**src/rtl/bcd_stopwatch_ctrl_if.sv**
```systemverilog
// Stopwatch front-panel / display bus.
// Groups the panel pulses (start_stop, lap, clear) and the display-side
// outputs (display, count, running, lap_active, overflow, tick).
//   master : panel/display side (drives pulses, observes outputs)
//   slave  : stopwatch controller
interface bcd_stopwatch_ctrl_if #(
   parameter int DIGITS = 4
);
   logic                  start_stop;
   logic                  lap;
   logic                  clear;
   logic [4*DIGITS-1:0]   display;
   logic [4*DIGITS-1:0]   count;
   logic                  running;
   logic                  lap_active;
   logic                  overflow;
   logic                  tick;

   modport master (
      output start_stop, lap, clear,
      input  display, count, running, lap_active, overflow, tick
   );

   modport slave (
      input  start_stop, lap, clear,
      output display, count, running, lap_active, overflow, tick
   );
endinterface

```
**src/rtl/bcd_stopwatch_ctrl.sv**
```systemverilog
// BCD stopwatch controller: run/pause/lap state machine, tick prescaler,
// carry-chained decade counter and lap-freezable display select.
// Ports:
//   clock  - system clock, rising edge
//   reset  - asynchronous active-low reset
//   bus    - bcd_stopwatch_ctrl_if.slave (panel pulses in, display/status out)
//
// state | meaning
// IDLE  | stopped at zero, waiting for start_stop
// RUN   | counting, display follows count
// PAUSE | counting suspended, prescaler holds its partial period
// LAP   | counting, display frozen on captured lap value
module bcd_stopwatch_ctrl #(
   parameter int DIGITS   = 4,
   parameter int PRESCALE = 10
) (
   input logic             clock,
   input logic             reset,
   bcd_stopwatch_ctrl_if.slave bus
);

   localparam logic [1:0] IDLE  = 2'd0;
   localparam logic [1:0] RUN   = 2'd1;
   localparam logic [1:0] PAUSE = 2'd2;
   localparam logic [1:0] LAP   = 2'd3;

   localparam int PW = (PRESCALE > 1) ? $clog2(PRESCALE) : 1;
   localparam logic [PW-1:0] PSC_LAST = PW'(PRESCALE - 1);

   logic [1:0]            state;
   logic [PW-1:0]         psc;
   logic [4*DIGITS-1:0]   count_q;
   logic [4*DIGITS-1:0]   lap_q;
   logic [4*DIGITS-1:0]   count_inc;
   logic                  ovf_q;
   logic                  all9;
   logic                  carry;
   logic                  active;
   logic                  tick;

   assign active = (state == RUN) || (state == LAP);
   assign tick   = active && (psc == PSC_LAST);

   // Ripple carry: a digit steps only when every digit below it is 9.
   // ">= 9" wraps to 0 so an out-of-range digit can never persist.
   always_comb begin
      carry     = 1'b1;
      count_inc = count_q;
      for (int d = 0; d < DIGITS; d++) begin
         if (carry) begin
            count_inc[4*d +: 4] = (count_q[4*d +: 4] >= 4'd9) ? 4'd0
                                  : count_q[4*d +: 4] + 4'd1;
         end
         carry = carry & (count_q[4*d +: 4] == 4'd9);
      end
      all9 = carry;
   end

   always_ff @(posedge clock or negedge reset) begin
      if (!reset) begin
         state   <= IDLE;
         psc     <= '0;
         count_q <= '0;
         lap_q   <= '0;
         ovf_q   <= 1'b0;
      end else if (bus.clear) begin
         // clear wins over everything, including a coincident tick
         state   <= IDLE;
         psc     <= '0;
         count_q <= '0;
         lap_q   <= '0;
         ovf_q   <= 1'b0;
      end else begin
         if (tick) begin
            count_q <= count_inc;
            if (all9) ovf_q <= 1'b1;
         end
         if (active) psc <= tick ? '0 : psc + PW'(1);

         case (state)
            IDLE: if (bus.start_stop) state <= RUN;
            RUN: begin
               if (bus.start_stop) begin
                  state <= PAUSE;
               end else if (bus.lap) begin
                  state <= LAP;
                  lap_q <= tick ? count_inc : count_q;
               end
            end
            LAP: begin
               if (bus.start_stop)  state <= PAUSE;
               else if (bus.lap)    state <= RUN;
            end
            PAUSE: if (bus.start_stop) state <= RUN;
            default: state <= IDLE;
         endcase
      end
   end

   assign bus.count      = count_q;
   assign bus.display    = (state == LAP) ? lap_q : count_q;
   assign bus.running    = active;
   assign bus.lap_active = (state == LAP);
   assign bus.overflow   = ovf_q;
   assign bus.tick       = tick;

endmodule
```
**src/flat_wrapper.sv**
```systemverilog
// flat-port wrapper written by rule: the top's interface ports become plain ports
module bcd_stopwatch_ctrl_flat 
#(
   parameter int DIGITS   = 4,
   parameter int PRESCALE = 10
)
  (clock, reset, bus_start_stop, bus_lap, bus_clear, bus_display, bus_count, bus_running, bus_lap_active, bus_overflow, bus_tick);
  bcd_stopwatch_ctrl_if #(.DIGITS(DIGITS)) bus_i ();
  input logic clock;
  input logic reset;
  input wire logic [$bits(bus_i.start_stop)-1:0] bus_start_stop;
  input wire logic [$bits(bus_i.lap)-1:0] bus_lap;
  input wire logic [$bits(bus_i.clear)-1:0] bus_clear;
  output wire logic [$bits(bus_i.display)-1:0] bus_display;
  output wire logic [$bits(bus_i.count)-1:0] bus_count;
  output wire logic [$bits(bus_i.running)-1:0] bus_running;
  output wire logic [$bits(bus_i.lap_active)-1:0] bus_lap_active;
  output wire logic [$bits(bus_i.overflow)-1:0] bus_overflow;
  output wire logic [$bits(bus_i.tick)-1:0] bus_tick;
  assign bus_i.start_stop = bus_start_stop;
  assign bus_i.lap = bus_lap;
  assign bus_i.clear = bus_clear;
  assign bus_display = bus_i.display;
  assign bus_count = bus_i.count;
  assign bus_running = bus_i.running;
  assign bus_lap_active = bus_i.lap_active;
  assign bus_overflow = bus_i.overflow;
  assign bus_tick = bus_i.tick;
  bcd_stopwatch_ctrl #(.DIGITS(DIGITS), .PRESCALE(PRESCALE)) u_core (.clock(clock), .reset(reset), .bus(bus_i));
endmodule
```
**config.mk**
```make
export PLATFORM = sky130hd
export DESIGN_NAME = bcd_stopwatch_ctrl_flat
export DESIGN_NICKNAME = d
export VERILOG_FILES = /design/src/rtl/bcd_stopwatch_ctrl_if.sv /design/src/rtl/bcd_stopwatch_ctrl.sv /design/src/flat_wrapper.sv
export SDC_FILE = /design/constraint.sdc
export NUM_CORES = 1
export LEC_CHECK = 0
export CAP_MARGIN = 20
export CORE_ASPECT_RATIO = 1.1
export CORE_MARGIN = 2
export CORE_UTILIZATION = 45
export CTS_CLUSTER_SIZE = 10
export DETAILED_ROUTE_END_ITERATION = 8
export PLACE_DENSITY = 0.8
export SLEW_MARGIN = 15
export SYNTH_ARGS = -nofsm -noshare
export SYNTH_HDL_FRONTEND = slang
export SYNTH_SLANG_ARGS = --single-unit
```
**constraint.sdc**
```tcl
create_clock -name clock -period 1.7 [get_ports clock]
set_input_delay 0.425 -clock clock [delete_from_list [all_inputs] [get_ports clock]]
set_output_delay 0.425 -clock clock [all_outputs]
set_load 0.02 [all_outputs]
```
==> summary.txt, run 1 <==
Layout
  • # diodes: 0
  • Nets@finish: 361
  • Multi-input gate area: 1670 um2
  • Reg area: 986 um2
  • Filler cells: 270
  • Area Overhead vs Synth: 74.3%
  • Fraction of layout cells with a size suffix above 1: 55.4%

Critical path
  • Startpoint Class: register
  • Worst Path Arrival: 2040 ps
  • Setup CP Type: register to register
  • Crit path required time: 1870 ps
  • Max Fanout on Critical Path: 5
  • Crit. End Element: register

Drt
  • Post-route ant nets: 0
  • Via/cell ratio: 5.82
  • Total routed wirelength: 7930 um
  • Vias: 2334
  • Drt first pass iters: 4
  • DRC viols: 0
  • Number of DRC markers in iteration 0: 139
  • Post-DR wirelength/cell: 19.8 um

Timing
  • Total Negative Setup Slacks: -5100 ps
  • RSZ-0062 raised after global routing: yes
  • Setup violators final: 45
  • Period minus WS final: 1870 ps
  • Worst slew pin tran: 439 ps
  • Clock skew: 12.3 ps
  • Worst setup margin: -174 ps
  • Tcrit/Tclk final: 110%
  • Peak Freq: 0.534 GHz
  • Final Hold Fails: 0
  • Final Max Slew Viols: 0
  • Slew margin rel.: 70.6%

Placement
  • RePlAce Congestion: 0.798
  • PortBufs: 40
  • Dpl hpwl: 4220 um

Synthesis
  • Yosys warnings: 0
  • EDFF count, synth: 0
  • Sequential fraction of the synthesis area: 42.9%
  • Main synth FF type: dfrtp_1
  • Synth cell types: 47
  • Seq cells post-synth: 39
  • Mapped Cells: 238
  • Synthesized area per cell: 9.55 um2
  • Mapped Area: 2270 um2
  • Dominant cell type by area after synthesis: dfrtp_1
  • Post-synth net total: 257
  • Synth top area share: 42.9%
  • Async set-reset flop share out of synthesis: 100%
  • Synth top area cells: dfrtp_1 (43%), ha_1 (7.7%), nor2_1 (5.4%)

Run status
  • Outcome: complete, but fails checks
  • Failing checks: negative setup slack

Global route
  • First-pass GRT wire length: 11700 um
  • GR Overflow Total: 0
  • Vias in the first global route: 2402
  • Largest net degree at the start of global routing: 40
  • Global Route Usage Sum: 26.9%
  • Initial antenna violation count: 0

Die
  • Die height: 78.5 um
  • Top Ports: 41
  • Number of core rows: 27
  • Die area: 5640 um2
  • Core area: 4930 um2
  • Die X: 71.8 um
  • Effective utilization at floorplan: 46.1%

Power and ir drop
  • Pwr Total: 1840 uW
  • Power Density: 464 nW/um2
  • Leakage: 0.00188 uW
  • Worst VDD drop: 0.000414 V

CTS
  • Clock sinks: 39
  • Clock Latency Late Sink: 290 ps
  • CTS clock-pin slew for the worst setup and hold paths: 80 ps
  • Clock Tree Buf Depth: 2
  • Total CTS buffers: 5
  • Htree depth: 2
  • Root Buffer Master: clkbuf_8
  • TritonCTS clock tree: yes

Flow run
  • Max cap viols: 0

Hold path
  • Hold Crit Class: input port to asynchronous set/reset pin
cell usage in the layout (no fill, tap or decap), types with 8 or more instances in the layout:
| master | instances |
|---|---|
| a211oi_2 | 8 |
| nor2_1 | 30 |
| dfrtp_1 | 31 |
| dfrtp_2 | 8 |
| ha_1 | 9 |
| buf_4 | 52 |
| nand2_2 | 10 |
| o21ai_4 | 10 |
| buf_6 | 29 |
| dlygate4sd2_1 | 17 |
final timing paths:
kind	from	endpoint	slack [ps]	depth (start not counted)
max	u_core.bus.count[5]	u_core.lap_q[12]	-170	8
min reg2reg	u_core.lap_q[7]	u_core.lap_q[7]	510	1
max in group asynchronous	reset	u_core.bus.count[0]	1390	2
min in group clock	u_core.lap_q[7]	u_core.lap_q[7]	510	1
max reg2reg	u_core.bus.count[5]	u_core.lap_q[12]	-170	8
min	reset	u_core.bus.count[9]	80	2
worst max-delay path, stage by stage (launching register included):
cell      delay (ps)
dfrtp_2          440
inv_4            100
ha_4             140
nand3b_1          90
buf_6            150
nor4_4           300
buf_6            180
mux2i_4          250
a211oi_2          90
final cells by class:
class	count	share of cell area (%)
Clock buffer	7	1.93
Clock inverter	1	0.126
Inverter	16	2.02
Multi-Input combinational cell	169	42.2
Sequential cell	39	24.9
Tap cell	58	1.83
Timing Repair Buffer	111	27.0
routing by layer:
layer / track usage (%) / vias up / part of all wire (%)
li1: - / 1055 / -
met1: 31.6 / 1153 / 39
met2: 46.3 / 100 / 53
met3: 5.26 / 26 / 5.0
met4: 13.6 / 0 / 3.3
met5: 0 / - / 0
cell families after synthesis:
| logic type | count (synthesis) | synth area share [%] |
|---|---|---|
| and+or+nand+nor | 84 | 20.4 |
| AOI/OAI and AO/OA | 54 | 15.8 |
| DFF | 39 | 42.9 |
| buffers and inverters | 30 | 5.39 |
| muxes | 14 | 6.60 |
| adders and majority gates | 14 | 7.71 |
| xor gates and xnor gates | 3 | 1.16 |
state kept, by name, indices dropped and copies added (netlist names):
name,count
u_core.bus.count,16
u_core.bus.overflow,1
u_core.lap_q,16
u_core.psc,4
u_core.state,2
where the power goes:
part	switching (uW)	leakage (uW)	internal, uW
registers	20.0	0.000527	950
logic	138	0.00131	117
clock network	326	0.0000422	288
stage by stage:
stage | std cells | instance area, um2 | util [%] | setup slack (ps) | hold WS (ps)
2_1_floorplan | 238 | 2540 | - | -87.3 | 129
3_3_place_gp | 374 | 3380 | 68.4 | -225 | 409
3_5_place_dp | 374 | 3380 | 68.4 | -289 | 412
4_1_cts | 395 | 3730 | 75.7 | -190 | 99.8
5_1_grt | 401 | 3960 | 80.3 | -259 | 91.9
6_report | 401 | 3960 | 80.3 | -174 | 84.0
repair_timing:
action	CTS	global route
pin swaps	8	16
hold buffers	0	0
cloned	2	1
gates resized for setup	162	47
endpoints found under the setup margin	64	49
setup buffers	11	8
cell usage after synthesis (4+ instances only):
master	n
dfrtp_1	39
nor2_1	33
inv_1	16
nand2_1	16
o21ai_0	16
ha_1	14
a211oi_1	13
clkbuf_1	10
a21oi_1	7
mux2_2	7
mux2i_1	6
nand2b_1	4
nand3b_1	4
nor3_1	4
or3b_2	4
Power figures use the tool's default switching activity.
==> run 2: changes to the inputs <==
Settings changed: ABC_AREA set to 1, CELL_PAD_IN_SITES_DETAIL_PLACEMENT set to 1, CELL_PAD_IN_SITES_GLOBAL_PLACEMENT set to 2, CORE_UTILIZATION 45 to 27, PLACE_DENSITY 0.8 to 0.82.
==> run 2 against run 1 <==
The flow still finishes with violations (negative setup slack). Clock power rose by 2%. Sequential power fell by 0.4%. Fmax rose by 4.9%. Combinational power rose by 11%. Power rose by 1.9%. Register-to-register slack improved by 280 ps. Flip-flop and latch count did not move. Non-clock buffer count fell by 19. Clock skew fell by 7.2 ps. Synthesized cell count rose by 31%. Critical path type is now register to output port. Largest cell class unchanged.
==> summary.txt, run 2 <==
Layout
  • # diodes: 0 (unchanged)
  • Area Overhead vs Synth: 43.0%
  • Nets@finish: 421 (+17%)
  • Most common cell after layout, fill and taps aside: nand2_1
  • Most frequent cells in the layout: nand2_1 (103), buf_4 (59), dfrtp_1 (38)
  • Fraction of layout cells with a size suffix above 1: 30.8% (-25 points)

Synthesis
  • Synth top area cells: dfrtp_1 (41%), nand2_1 (17%), ha_1 (7.4%)
  • Compound-Gate Fraction of Synth Area: 9.36% (-6.4 points)
  • Synth top area share: 41.0% (-1.9 points)
  • Most frequent cells after synthesis: nand2_1 (106), dfrtp_1 (39), inv_1 (30)
  • Seq cells post-synth: 39 (unchanged)
  • Synth cell types: 31 (-34%)
  • Synth Area in Adders: 7.36% (-0.34 points)
  • Mapped Cells: 311 (+31%)
  • Largest family of logic cells by synthesized area: simple AND/OR/NAND/NOR gates
  • Post-synthesis simple-gate area fraction: 33.4% (+13 points)
  • Mux contribution to synthesized area: 0% (-6.6 points)
  • Dominant cell type by area after synthesis: dfrtp_1
  • EDFF count, synth: 0 (unchanged)
  • Post-synth net total: 330 (+28%)
  • Synthesized area per cell: 7.65 um2 (-20%)
  • Top-count cell post-synth: nand2_1
  • Mapped Area: 2380 um2 (+4.6%)
  • Yosys warnings: 0 (unchanged)
  • Async set-reset flop share out of synthesis: 100% (unchanged)
  • Post-Synth XOR/XNOR Area: 0.736% (-0.42 points)
  • Main synth FF type: dfrtp_1
  • Sequential fraction of the synthesis area: 41.0% (-1.9 points)

Global route
  • Global Route Usage Sum: 15.4% (-12 points)
  • Largest net degree at the start of global routing: 40 (unchanged)
  • Initial antenna violation count: 0 (unchanged)
  • First-pass GRT wire length: 11600 um (-0.83%)
  • Vias in the first global route: 2447 (+1.9%)
  • GR Overflow Total: 0 (unchanged)

CTS
  • Total CTS buffers: 5 (unchanged)
  • Clock Tree Buf Depth: 2 (unchanged)
  • Root Buffer Master: clkbuf_8
  • Htree depth: 2 (unchanged)
  • TritonCTS clock tree: yes
  • Clock sinks: 39 (unchanged)
  • CTS clock-pin slew for the worst setup and hold paths: 70 ps (about the same)
  • Clock Latency Late Sink: 290 ps (about the same)

Timing
  • Final Hold Fails: 0 (unchanged)
  • Tcrit/Tclk final: 105% (-5.1 points)
  • Period minus WS final: 1790 ps (-87.5 ps)
  • Setup violators final: 3 (-93%)
  • Clock skew: 5.03 ps (-7.24 ps)
  • RSZ-0062 raised after global routing: yes
  • Slew margin rel.: 64.8% (-5.8 points)
  • Peak Freq: 0.560 GHz (+4.9%)
  • Worst setup margin: -86.2 ps (+87.5 ps)
  • Worst slew pin tran: 528 ps (+89.1 ps)
  • Final Max Slew Viols: 0 (unchanged)

Power and ir drop
  • Part of the power in registers: 51.5% (-1.2 points)
  • Combinational share of power: 15.1% (+1.3 points)
  • Power Internal: 1360 uW (+0.71%)
  • Sw Ratio: 27.2% (+0.82 points)
  • Clock Power Share: 33.3% (about the same)
  • Leakage: 0.00183 uW (-2.7%)
  • Worst VDD drop: 0.000369 V (-11%)
  • Power Density: 551 nW/um2 (+19%)
  • Switching pwr: 509 uW (+5.0%)
  • Pwr Total: 1870 uW (+1.9%)

Critical path
  • R2R Path Start: u_core.bus.count[5]
  • Setup CP Type: register to output port
  • FF-to-FF setup slack: 110 ps (+280 ps)
  • Startpoint Class: register
  • Crit path required time: 1270 ps (-600 ps)
  • Crit. End Element: output port
  • Worst reg2reg path depth: 12 (+4)
  • Worst Path Arrival: 1360 ps (-680 ps)
  • Max Fanout on Critical Path: 17 (+12)
  • Reg-to-Reg End: u_core.lap_q[9]

Drt
  • DRC viols: 0 (unchanged)
  • Post-route ant nets: 0 (unchanged)
  • Total routed wirelength: 6930 um (-13%)
  • Post-DR wirelength/cell: 13.5 um (-32%)
  • Vias: 2320 (-0.60%)
  • Drt first pass iters: 4 (unchanged)
  • Via/cell ratio: 4.51 (-22%)
  • Number of DRC markers in iteration 0: 65 (-53%)

Die
  • Effective utilization at floorplan: 28.1% (-18 points)
  • Die height: 102 um (+30%)
  • Die area: 9580 um2 (+70%)
  • Number of core rows: 35 (+30%)
  • Die X: 93.5 um (+30%)
  • Core area: 8450 um2 (+71%)
  • Top Ports: 41 (unchanged)

Placement
  • RePlAce Congestion: 0.799 (+0.23%)
  • PortBufs: 40 (unchanged)
  • Pre-CTS setup slack: -189 ps (+99.2 ps)
  • Dpl hpwl: 5320 um (+26%)

Run status
  • Outcome: complete, but fails checks
  • Failing checks: negative setup slack

Hold path
  • Hold Crit Class: input port to asynchronous set/reset pin

Flow run
  • Max cap viols: 0 (unchanged)
## run 2: changes by cell type after synthesis, moves of 7 or more
cell      previous run  this run
nand3_1              3        19
inv_2                0         7
clkbuf_1            10         2
nand2_1             16       106
a211oi_1            13         0
inv_1               16        30
nor2_1              33        18
mux2_2               7         0
## run 2: cell type report
class,instances,area (um2)
Inverter,38,143
Clock inverter,1,5.00
Clock buffer,7,76.3
Fill cell,1045,5050
Multi-Input combinational cell,226,1290
Tap cell,111,139
Sequential cell,39,977
Timing Repair Buffer,92,771
## run 2: worst max path at each step
stage	startpoint	end	slack [ps]	depth (start not counted)
6_report	u_core.state[0]	bus_display[4]	-90	7
5_1_grt	u_core.state[1]	bus_display[4]	-150	7
4_1_cts	u_core.state[1]	bus_display[4]	-90	6
3_5_place_dp	u_core.state[1]	bus_display[4]	-190	5
3_3_place_gp	u_core.state[1]	bus_display[4]	-200	5
2_1_floorplan	u_core.state[0]	bus_display[10]	-90	6
## run 2: what timing repair did
action / CTS / global route
setup buffers: 3 / 4
hold buffers: 0 / 0
hold endpoints to repair: 0 / 0
gates resized for setup: 108 / 28
pin swaps: 1 / 5
setup endpoints to repair: 38 / 39
## run 2: per-layer routing
| metal | track usage, % | vias to the layer above | share of wire, % |
|---|---|---|---|
| met4 | 3.51 | 0 | 0.85 |
| met5 | 0 | - | 0 |
| met2 | 28.1 | 30 | 52 |
| li1 | - | 1164 | - |
| met3 | 2.88 | 6 | 2.9 |
| met1 | 18.9 | 1120 | 45 |
## run 2: cell families (layout without fill, tap and decap cells)
kind of cell | Yosys count | count (layout)
buffers and inverters | 46 | 138
flip-flops | 39 | 39
XOR/XNOR | 2 | 2
AND/OR/NAND/NOR | 171 | 171
adder cells (fa/ha/maj) | 14 | 14
AO/OA/AOI/OAI | 39 | 39
## run 2: critical path, cell delays in order (launching register included)
cell and delay (ps):
dfrtp_1 390, nand2_2 90, inv_2 60, buf_12 150, buf_6 120, nand2_2 70, o21ai_4 60, buf_6 130
## run 2: stage by stage
stage               cells  area (um2)  TNS (ps)  util (%)  hold WS (ps)
floorplan             311        2380      -795         -           129
global placement      500        3230     -3460      38.2           464
detailed placement    500        3230     -3670      38.2           470
CTS                   511        3290     -94.2      38.9           202
global route          514        3400      -973      40.2           241
finish                514        3400     -99.6      40.2           187
## run 2: power by group through the flow
stage          sequential (uW)  clock [uW]  combinational (uW)
2_1_floorplan              979           0                 124
3_3_place_gp               975           0                 255
3_5_place_dp               977           0                 266
4_1_cts                    959         652                 277
5_1_grt                    969         687                 320
6_report                   966         625                 283
